## src/rtl/spi_mfrc522_slave.sv

```systemverilog
// SPI mode-0 slave speaking the MFRC522 register protocol: 64-entry register file, FIFO behind 0x09, VersionReg at 0x37.
// Optional build macro MFRC522_SLAVE_FIFO_IRQ_EN enables the registered FIFO water-level irq; otherwise irq is tied low.
module spi_mfrc522_slave #(
  parameter logic [7:0] VERSION     = 8'h92,
  parameter int         FIFO_DEPTH  = 64,
  parameter int         SYNC_STAGES = 2
) (
  input  logic       axi_aclk,
  input  logic       axi_aresetn,
  input  logic       cs_n,
  input  logic       sck,
  input  logic       mosi,
  output logic       miso,
  output logic       miso_oe,
  output logic       cmd_valid,
  output logic [3:0] cmd_code,
  output logic [6:0] fifo_level,
  output logic       irq
);
  localparam int AW = $clog2(FIFO_DEPTH);
  localparam logic [5:0] A_CMD = 6'h01, A_ERR = 6'h06, A_FIFO = 6'h09,
                         A_LVL = 6'h0A, A_WL  = 6'h0B, A_VER  = 6'h37;

  typedef enum logic [1:0] {IDLE, ADDR, WDATA, RDATA} state_t;
  state_t state_q, state_d;

  // Synchronizers carry no reset so a reset mid-frame cannot fabricate a cs_n edge.
  logic [SYNC_STAGES-1:0] cs_s, sck_s, mosi_s;
  always_ff @(posedge axi_aclk) begin
    cs_s   <= {cs_s[SYNC_STAGES-2:0], cs_n};
    sck_s  <= {sck_s[SYNC_STAGES-2:0], sck};
    mosi_s <= {mosi_s[SYNC_STAGES-2:0], mosi};
  end

  logic cs_fall, cs_rise, cs_act, sck_rise, sck_fall;
  assign cs_fall  =  cs_s[SYNC_STAGES-1]  & ~cs_s[SYNC_STAGES-2];
  assign cs_rise  = ~cs_s[SYNC_STAGES-1]  &  cs_s[SYNC_STAGES-2];
  assign cs_act   = ~cs_s[SYNC_STAGES-1];
  assign sck_rise = ~sck_s[SYNC_STAGES-1] &  sck_s[SYNC_STAGES-2];
  assign sck_fall =  sck_s[SYNC_STAGES-1] & ~sck_s[SYNC_STAGES-2];

  logic [2:0]    bit_cnt;
  logic [7:0]    rx_q, tx_q, rx_byte, rd_data;
  logic [5:0]    waddr_q, ld_addr;
  logic          byte_done, wr_en, ld_en, ld_zero, addr_latch, push, pop, full, ovfl_q;
  logic [7:0]    regs [64];
  logic [7:0]    mem  [FIFO_DEPTH];
  logic [AW-1:0] wptr, rptr;
  logic [6:0]    count;

  assign rx_byte    = {rx_q[6:0], mosi_s[SYNC_STAGES-1]};
  assign byte_done  = sck_rise && (bit_cnt == 3'd7);
  assign ld_addr    = rx_byte[6:1];
  assign full       = (count == 7'(FIFO_DEPTH));
  assign push       = wr_en && (waddr_q == A_FIFO) && !full;
  assign pop        = ld_en && !ld_zero && (ld_addr == A_FIFO) && (count != 7'd0);
  assign fifo_level = count;

  always_ff @(posedge axi_aclk) begin
    if (!axi_aresetn) state_q <= IDLE;
    else              state_q <= state_d;
  end

  always_comb begin
    state_d    = state_q;
    wr_en      = 1'b0;
    ld_en      = 1'b0;
    ld_zero    = 1'b0;
    addr_latch = 1'b0;
    if (cs_rise) state_d = IDLE;
    else begin
      case (state_q)
        IDLE:  if (cs_fall) state_d = ADDR;
        ADDR:  if (byte_done) begin
                 addr_latch = 1'b1;
                 ld_en      = rx_byte[7];
                 state_d    = rx_byte[7] ? RDATA : WDATA;
               end
        WDATA: wr_en = byte_done;
        RDATA: if (byte_done) begin
                 ld_en   = 1'b1;
                 ld_zero = (rx_byte == 8'h00);
               end
        default: state_d = IDLE;
      endcase
    end
  end

  always_comb begin
    case (ld_addr)
      A_CMD:   rd_data = {4'b0, cmd_code};
      A_ERR:   rd_data = {3'b0, ovfl_q, 4'b0};
      A_FIFO:  rd_data = (count != 7'd0) ? mem[rptr] : 8'h00;
      A_LVL:   rd_data = {1'b0, count};
      A_VER:   rd_data = VERSION;
      default: rd_data = regs[ld_addr];
    endcase
  end

  always_ff @(posedge axi_aclk) begin
    if (push) mem[wptr] <= rx_byte;
  end

  always_ff @(posedge axi_aclk) begin
    if (!axi_aresetn) begin
      bit_cnt <= '0; rx_q <= '0; tx_q <= '0; miso <= 1'b0; miso_oe <= 1'b0;
      waddr_q <= '0; cmd_valid <= 1'b0; cmd_code <= '0; ovfl_q <= 1'b0;
      wptr <= '0; rptr <= '0; count <= '0;
      for (int i = 0; i < 64; i++) regs[i] <= '0;
    end else begin
      miso_oe   <= cs_act;
      cmd_valid <= 1'b0;
      if (state_q == IDLE) bit_cnt <= '0;
      else if (sck_rise) begin
        bit_cnt <= bit_cnt + 3'd1;
        rx_q    <= rx_byte;
      end
      // Loaded byte's MSB goes out on the next falling edge, ahead of the master's sample.
      if (!cs_act) begin
        tx_q <= '0;
        miso <= 1'b0;
      end else if (ld_en) tx_q <= ld_zero ? 8'h00 : rd_data;
      else if (sck_fall) begin
        miso <= tx_q[7];
        tx_q <= {tx_q[6:0], 1'b0};
      end
      if (addr_latch) waddr_q <= ld_addr;
      if (push) begin
        wptr  <= wptr + AW'(1);
        count <= count + 7'd1;
      end
      if (pop) begin
        rptr  <= rptr + AW'(1);
        count <= count - 7'd1;
      end
      if (wr_en) begin
        case (waddr_q)
          A_CMD: begin
            cmd_code  <= rx_byte[3:0];
            cmd_valid <= 1'b1;
            if (&rx_byte[3:0]) begin
              for (int i = 0; i < 64; i++) regs[i] <= '0;
              wptr <= '0; rptr <= '0; count <= '0; ovfl_q <= 1'b0;
            end
          end
          A_ERR:  ovfl_q <= 1'b0;
          A_FIFO: if (full) ovfl_q <= 1'b1;
          A_LVL:  if (rx_byte[7]) begin
                    wptr <= '0; rptr <= '0; count <= '0; ovfl_q <= 1'b0;
                  end
          A_WL:   regs[A_WL] <= {2'b00, rx_byte[5:0]};
          A_VER:  ;
          default: regs[waddr_q] <= rx_byte;
        endcase
      end
    end
  end

`ifdef MFRC522_SLAVE_FIFO_IRQ_EN
  localparam logic [5:0] A_COMIEN = 6'h02;
  logic irq_q;
  always_ff @(posedge axi_aclk) begin
    if (!axi_aresetn) irq_q <= 1'b0;
    else              irq_q <= (count >= {1'b0, regs[A_WL][5:0]}) && regs[A_COMIEN][0];
  end
  assign irq = irq_q;
`else
  assign irq = 1'b0;
`endif
endmodule
```

## config.mk

```make
export PLATFORM = sky130hd
export DESIGN_NAME = spi_mfrc522_slave
export DESIGN_NICKNAME = d
export VERILOG_FILES = /design/src/rtl/spi_mfrc522_slave.sv
export SDC_FILE = /design/constraint.sdc
export NUM_CORES = 1
export LEC_CHECK = 0
export ABC_AREA = 1
export CAP_MARGIN = 20
export CORE_MARGIN = 8
export CORE_UTILIZATION = 55
export DETAILED_ROUTE_END_ITERATION = 6
export PLACE_DENSITY = 0.71
export SYNTH_ARGS = -nofsm -noshare
export SYNTH_HDL_FRONTEND = slang
export SYNTH_SLANG_ARGS = --single-unit
```

## constraint.sdc

```tcl
create_clock -name axi_aclk -period 6.3 [get_ports axi_aclk]
set_clock_uncertainty 0.15 [all_clocks]
set_input_delay 1.26 -clock axi_aclk [delete_from_list [all_inputs] [get_ports axi_aclk]]
set_output_delay 1.26 -clock axi_aclk [all_outputs]
set_load 0.01 [all_outputs]
```

After elaboration in Yosys (flattened, before gate mapping)
Memories as Yosys holds them, arrays and structs flattened. A register that Yosys moved wholly into a read port is not among the register bits.
Index checks and enable logic that the tools add are counted.
- register bits after elaboration: 59
- RAM bits: 1024
- input port bits: 5
- word-level logic and storage cells: 274
- memories kept: 2
- memories (memory ; depth ; bits a word ; read ports ; clocked after Yosys merged registers in ; wr ports ; line ; RTL):
    mem ; 64 ; 8 ; 1 ; 1 ; 1 ; 47 ; logic [7:0] mem [FIFO_DEPTH];
    regs ; 64 ; 8 ; 1 ; 1 ; 64 ; 46 ; logic [7:0] regs [64];
- $add $sub $neg: 5
- eq/ne operators: 21
- mux-type cells: 128
- bitwise gates (word level): 76
- reductions and logical operators: 26
- operators with widths (kind ; number):
    $mux 8 ; 70
    $mux 6 ; 12
    $or 1x1->1 ; 65
    $pmux 8 s5 ; 1
    $mux 7 ; 5
    $mux 1 ; 32
    $eq 6x4->1 const B ; 5
    $pmux 6 s2 ; 2
    $pmux 7 s2 ; 1
    $add 6x1->6 const B ; 2
    $eq 6x1->1 const B ; 2
    $eq 6x3->1 const B ; 2
    $eq 6x6->1 const B ; 2
    $ne 2x2->1 const B ; 5
    $logic_not 8->1 ; 1
    $reduce_and 2->1 ; 4
    $reduce_or 8->1 ; 1
    $add 7x1->7 const B ; 1
    $eq 7x7->1 const B ; 1
    $not 1->1 ; 7
    $reduce_bool 7->1 ; 1
    $sub 7x1->7 const B ; 1
    $logic_and 1x1->1 ; 6
    $reduce_or 2->1 ; 3
    17 further kinds ; 24

Logic depth before layout (Yosys ltp)
Gate-level depths: netlist (run 1).
- depth in word-level cells: 15
- mapped depth: 17
- depth with buffers taken out: 15

Worst setup path after synthesis (run 1)
Ideal clock, no wire load.
- kind: input to register
- start point: in axi_aresetn
- end point: mem regs[0][0] (enable)
- library setup time: 0.329 ns
- data arrival time: 2.689 ns
- data required time: 5.821 ns
- slack: 3.132 ns
- stages: 6
- buffers on the path: 0
- cell sequence: inv_1 > nor4_2 > nand2_1 > nor3_2 > nand2_2 > nand2_1
- RTL lines (what ; line ; RTL):
    start: declaration ; 9 ; input logic axi_aresetn,
    end: declaration ; 46 ;

Final worst setup path (run 1)
- start point: reg count[1], in the netlist fifo_level[1]
- end point: mem mem[2][0] (enable)
- longest elaborated chain between the ends: 5
- RTL lines (what ; line ; RTL):
    start: declaration ; 49 ; logic [6:0] count;
    start signal: assignment ; 130 ; count <= count + 7'd1;
    start signal: assignment ; 134 ; count <= count - 7'd1;
    $eq 7x7->1 ; 54 ; assign full = (count == 7'(FIFO_DEPTH));
    $logic_not 1->1 ; 55 ; assign push = wr_en && (waddr_q == A_FIFO) && !full;
    $logic_and 1x1->1 ; 55 ;
    $mux 1 ; 101 ; if (push) mem[wptr] <= rx_byte;
    $mux 1 (implied by the code) ; 101 ;
    end: declaration ; 47 ;
No other way between the ends.

==> out/qor.yml, run 1 <==
timing.final.crit_share: 0.6647
start_kind: "flip-flop"
outcome: "finished clean"
place_congestion: 0.9320
clk_pin_slew_ps: 60
root_buffer: "clkbuf_16"
clock_sinks: 1089
post-dp-hpwl_mm: 69.85
drt_wl_total_mm: 120.2
ys_warn_count: 0
clock_latency_ps: 700
layout_commonest_cell: "nand2_1"
final.setup.tns_ps: 0
firstDrtPassIters: 6
cts_buffers: 108
synthCells: 4599
final_max_slew_viol_count: 0
start_util: 0.5531
ctsResizeCount: 0
required_ps: 6440
dieWidth_um: 308.2
max_clock_freq_ghz: 0.2388
leakagePower_nw: 18.89
cts_setup_buffers: 0
drcViolationCount: 0
core_um2: 84880
globalRouteOverflowTotal: 0
place_area_um2: 48090
cpMaxStageDelayCell: "nor2_1"
cts_tree: "done"
grt_pass1_wl_mm: 182.9
row_count: 107
ir_worst_vdd_v: 0.0002238
grt_max_degree: 257
ys_ff_latch: 1089
yosysUniqueCellTypes: 36
cp-end-kind: "flip-flop"
io_pins: 20
pwr_density_cell_nw_per_um2: 287.8
die_y_um: 308.2
worstSetupPathType: "flip-flop to flip-flop"
diodes: 0
path_delay_family: "simple AND/OR/NAND/NOR gates"
period_minus_slack_ps: 4188
track_usage: 0.2495
synth_area_um2: 46950
worst_pin_slew_ps: 1292
critPathMostFrequentCell: "nor2_1"
setup_violations: 0
cts.path.max_buffers: 3
wl_per_cell_um: 20.83
cp_max_fo: 10
crit_buf_inv: 2
vias_per_cell: 5.724
drtIter0Drc: 3601
min_path_type: "flip-flop to flip-flop"
final_area_um2: 51560
dieArea_um2: 94960
grt_pass1_vias: 31740
rsz0062_at_grt: "false"
hold_violations: 0
antenna_found_initial: 0
areaGrowthSynthToFinish_pct: 9.816
hold_buffers: 0
synth-seq-area-share: 0.6827
worstPathCellList: "inv_1 -> ha_1 -> nor3b_1 -> nand3_1 -> nand2_1 -> nor2_1 -> clkinv_1 -> nor2_1 -> nand3_1 -> nor2_1"
avgSynthCellArea_um2: 10.21
nNetsFinal: 4546
cap_violations: 0
max_slew_margin: 0.1374
antenna_left: 0
port_buffers: 18
drive_gt1_frac: 0.06417
arrival_ps: 4320
cts_max_level: 3
num_vias: 33040
mostFrequentLayoutCells: "1167 x nand2_1, 1024 x edfxtp_1, 780 x nor2_1"
slowest_delay_ps: 940
## layer usage
layer / share of wire / vias up / GRT usage / wire [µm]
li1: - / 15490 / - / -
met1: 0.38 / 15550 / 0.3192 / 45800
met2: 0.48 / 1652 / 0.4163 / 57980
met3: 0.087 / 347 / 0.04189 / 10470
met4: 0.050 / 0 / 0.1163 / 5963
met5: 0 / - / 0 / 0
## metrics by stage
step | power, mW | hold slack (ps) | instances | util | setup WS, ps
2_1_floorplan | 8.527 | 159.6 | 4641 | - | 3132
3_3_place_gp | 8.694 | 162.1 | 5568 | 0.5666 | 1599
3_5_place_dp | 8.704 | 167.7 | 5568 | 0.5666 | 1572
4_1_cts | 14.87 | 180.4 | 5772 | 0.6074 | 2130
5_1_grt | 15.22 | 182.8 | 5772 | 0.6074 | 1935
6_report | 14.84 | 177.4 | 5772 | 0.6074 | 2112
## worst register-to-register path: stages, from the launching register on
cell	delay, ps
dfxtp_1	500
inv_1	150
ha_1	200
nor3b_1	140
nand3_1	120
nand2_1	80
nor2_1	250
clkinv_1	320
nor2_1	280
nand3_1	670
nor2_1	940
## cells in the mapped netlist, drive strengths merged
master | number | area (µm²)
buf | 51 | 215.2
o211ai | 18 | 135.1
clkbuf | 230 | 863.3
ha | 7 | 87.58
a211oi | 6 | 45.04
and3 | 2 | 12.51
o31ai | 1 | 7.510
a21oi | 80 | 404.1
nand4 | 5 | 31.28
o22ai | 1 | 6.260
nor3 | 21 | 153.9
xor2 | 5 | 43.79
or2 | 2 | 12.51
nand3 | 746 | 3734
o21ai | 153 | 765.7
nor2 | 787 | 2969
nor4 | 2 | 18.77
nor3b | 4 | 30.03
dfxtp | 65 | 1301
nand2 | 1221 | 4718
a221oi | 1 | 8.760
inv | 155 | 581.8
and2 | 1 | 6.260
edfxtp | 1024 | 30750
clkinv | 8 | 30.03
conb | 1 | 3.750
a31oi | 2 | 12.51
## flip-flops by register name (all words and copies together) (netlist names), named ones only
| register | count |
|---|---|
| cs_s | 2 |
| tx_q | 8 |
| rptr | 6 |
| miso_oe | 1 |
| bit_cnt | 3 |
| fifo_level | 7 |
| rx_q | 7 |
| waddr_q | 6 |
| wptr | 6 |
| mem | 512 |
| ovfl_q | 1 |
| cmd_valid | 1 |
| cmd_code | 4 |
| mosi_s | 2 |
| miso | 1 |
| sck_s | 2 |
| regs | 512 |
| state_q | 2 |
## cells by family (layout without fill, tap and decap cells)
kind of cell / Yosys count / in the layout / share of synthesized area
AOI/OAI and AO/OA: 262 / 262 / 0.02950
xor gates and xnor gates: 5 / 5 / 0.0009327
adders and majority gates: 7 / 7 / 0.001865
buffers and inverters: 444 / 431 / 0.03601
DFF: 1089 / 1089 / 0.6827
other: 1 / 43 / 0.00007988
and+or+nand+nor: 2791 / 2791 / 0.2489
## power by group
part           leakage, nW  switching (mW)  internal (mW)
registers             10.9          0.0640           8.06
logic                 6.34           0.347         0.0985
clock network         1.67            2.73           3.55
## final cells by class
| cell class | instances | area, µm² |
|---|---|---|
| Clock buffer | 136 | 2818 |
| Multi-Input combinational cell | 3108 | 13380 |
| Tap cell | 1144 | 1431 |
| Sequential cell | 1089 | 32080 |
| Fill cell | 6871 | 33320 |
| Timing Repair Buffer | 64 | 575.6 |
| Inverter | 163 | 626.9 |
| Clock inverter | 68 | 644.4 |
## path summary, 6_finish.rpt
path | end | depth (start not counted) | slack (ps) | from
max | mem[2][0] | 10 | 2110 | fifo_level[1]
max reg2reg | mem[2][0] | 10 | 2110 | fifo_level[1]
min | mosi_s[1] | 0 | 180 | mosi_s[0]
min reg2reg | mosi_s[1] | 0 | 180 | mosi_s[0]
Note: power is estimated with default switching activity, not from simulation.
==> run 2: changes to the inputs <==
clock period = 4.3 ns   (was 6.3 ns; I/O delays follow)
==> run 2 against run 1 <==
Wire length increased by 1.4%; die area unchanged; maximum frequency increased by 10%; non-clock buffer count increased by 44; highest routed layer unchanged; largest cell class unchanged; total power increased by 49%; worst setup slack got worse by 1600 ps; worst hold slack improved by 6.8 ps; critical endpoint is now mem[16][7]; largest power group unchanged; core utilization increased by 0.63 points; combinational power increased by 49%.
==> out/qor.yml, run 2 (same netlist as run 1, synthesis figures left out) <==
ctsResizeCount: 0  # unchanged
timing.final.crit_share: 0.8815  # was 0.6647
wl_per_cell_um: 20.96  # was 20.83 µm
max_slew_margin: 0.2324  # was 0.1374
min_path_type: "flip-flop to flip-flop"  # unchanged
setup_violations: 0  # unchanged
firstDrtPassIters: 7  # was 6
grt_max_degree: 199  # was 257
cap_violations: 0  # unchanged
seqPwrFrac: 0.537  # was 0.547
die_y_um: 308.2  # unchanged
place_congestion: 0.9191  # was 0.9320
ir_worst_vdd_v: 0.0003349  # was 0.0002238 V
hold_path_end: "mosi_s[1]"  # unchanged
dp.cells: 5612  # was 5568
dieWidth_um: 308.2  # unchanged
clock_sinks: 1089  # unchanged
p_sw_frac: 0.2094  # was 0.2114
reg_top3: "mem: 512 flops, regs: 512 flops, tx_q: 8 flops"  # unchanged
clk_pin_slew_ps: 60  # about the same
hold_buffers: 0  # unchanged
final_cells: 5815  # was 5772
pre_cts_ws_ps: 316.3  # was 1572 ps
cts_buffers: 107  # was 108
diodes: 0  # unchanged
hold_violations: 0  # unchanged
vias_per_cell: 5.732  # was 5.724
worst_pin_slew_ps: 1148  # was 1292 ps
period_minus_slack_ps: 3791  # was 4188 ps
r2r_slack_ps: 510  # was 2110 ps
root_buffer: "clkbuf_16"  # unchanged
drcViolationCount: 0  # unchanged
layout_commonest_cell: "nand2_1"  # unchanged
outcome: "finished clean"  # unchanged
io_pins: 20  # unchanged
core_um2: 84880  # unchanged
final.setup.tns_ps: 0  # unchanged
worstSetupPathType: "flip-flop to flip-flop"  # unchanged
track_usage: 0.2534  # was 0.2495
place_area_um2: 48470  # was 48090 µm²
hold_start: "mosi_s[0]"  # unchanged
leakagePower_nw: 19.23  # was 18.89 nW
post-dp-hpwl_mm: 72.25  # was 69.85 mm
arrival_ps: 3950  # was 4320 ps
rsz0062_at_grt: "false"  # unchanged
netSwitchingPower_mw: 4.633  # was 3.137 mW
final_area_um2: 52090  # was 51560 µm²
pwr_density_cell_nw_per_um2: 424.8  # was 287.8 nW/µm²
required_ps: 4460  # was 6440 ps
cts_tree: "done"  # unchanged
drt_wl_total_mm: 121.9  # was 120.2 mm
r2r_cells: 11  # was 10
drive_gt1_frac: 0.07643  # was 0.06417
num_vias: 33330  # was 33040
grt_pass1_vias: 32100  # was 31740
combPwrFrac: 0.030  # about the same
clock_latency_ps: 700  # about the same
start_kind: "flip-flop"  # unchanged
globalRouteOverflowTotal: 0  # unchanged
start_util: 0.5531  # unchanged
mostFrequentLayoutCells: "1167 x nand2_1, 1024 x edfxtp_1, 780 x nor2_1"  # unchanged
fin_util: 0.6137  # was 0.6074
dieArea_um2: 94960  # unchanged
regToRegEndpoint: "mem[16][7]"  # was mem[2][0]
cts_max_level: 3  # unchanged
nNetsFinal: 4589  # was 4546
antenna_left: 0  # unchanged
holdPathStages: 0  # unchanged
max_clock_freq_ghz: 0.2638  # was 0.2388 GHz
cts.path.max_buffers: 3  # unchanged
cp-end-kind: "flip-flop"  # unchanged
cp_max_fo: 10  # unchanged
power_frac_clock: 0.433  # was 0.423
port_buffers: 18  # unchanged
row_count: 107  # unchanged
r2r-start: "bit_cnt[0]"  # was fifo_level[1]
grt_pass1_wl_mm: 185.4  # was 182.9 mm
final.setup.worst_slack_ps: 509.4  # was 2112 ps
antenna_found_initial: 0  # unchanged
final_max_slew_viol_count: 0  # unchanged
p_int_mw: 17.50  # was 11.70 mW
areaGrowthSynthToFinish_pct: 10.96  # was 9.816%
cts_setup_buffers: 0  # unchanged
drtIter0Drc: 4228  # was 3601
## run 2: worst max-delay path by stage
| stage | from | slack [ps] | to |
|---|---|---|---|
| finish | bit_cnt[0] | 510 | mem[16][7] |
| global route | bit_cnt[0] | 260 | mem[16][7] |
| CTS | bit_cnt[0] | 560 | mem[16][7] |
| detailed placement | axi_aresetn | 320 | regs[56][4] |
| global placement | axi_aresetn | 380 | regs[61][0] |
| floorplan | rx_q[2] | 1360 | tx_q[6] |
## run 2: through the flow
stage	power, mW	hold slack [ps]
after floorplan	12.49	159.6
after global placement	12.74	159.9
after detailed placement	12.76	175.8
after CTS	22.18	186.6
after global routing	22.68	185.9
final	22.13	184.3
## run 2: critical path: stages (launching register included)
cell	delay, ps
dfxtp_1	350
ha_1	160
ha_1	140
nand2_1	90
inv_1	60
nand4_1	200
nor2_1	290
clkinv_1	110
buf_4	180
nor2_1	220
nand3_1	620
nor2_1	830
## run 2: area by class of cell
type	instances	area, µm²
well taps	1144	1431
fillers	6893	32790
multi-input cells	3108	13390
flip-flops and latches	1089	32080
inverters	163	626.9
repair buffers	108	945.9
clock inverters	63	685.7
clock buffers	140	2934
## run 2: power groups by stage
stage	Clock [mW]	Sequential, mW	Combinational [mW]
final	9.57	11.9	0.663
after global routing	10.1	11.9	0.717
after CTS	9.64	11.9	0.652
after detailed placement	0	12.1	0.649
after global placement	0	12.1	0.639
after floorplan	0	12.1	0.395
## run 2: metal layers
| layer | routed length [µm] | share of wire | global-route usage |
|---|---|---|---|
| met5 | 0 | 0 | 0 |
| met2 | 57460 | 0.47 | 0.4111 |
| met3 | 10810 | 0.089 | 0.03675 |
| met1 | 47480 | 0.39 | 0.3365 |
| met4 | 6150 | 0.050 | 0.1230 |
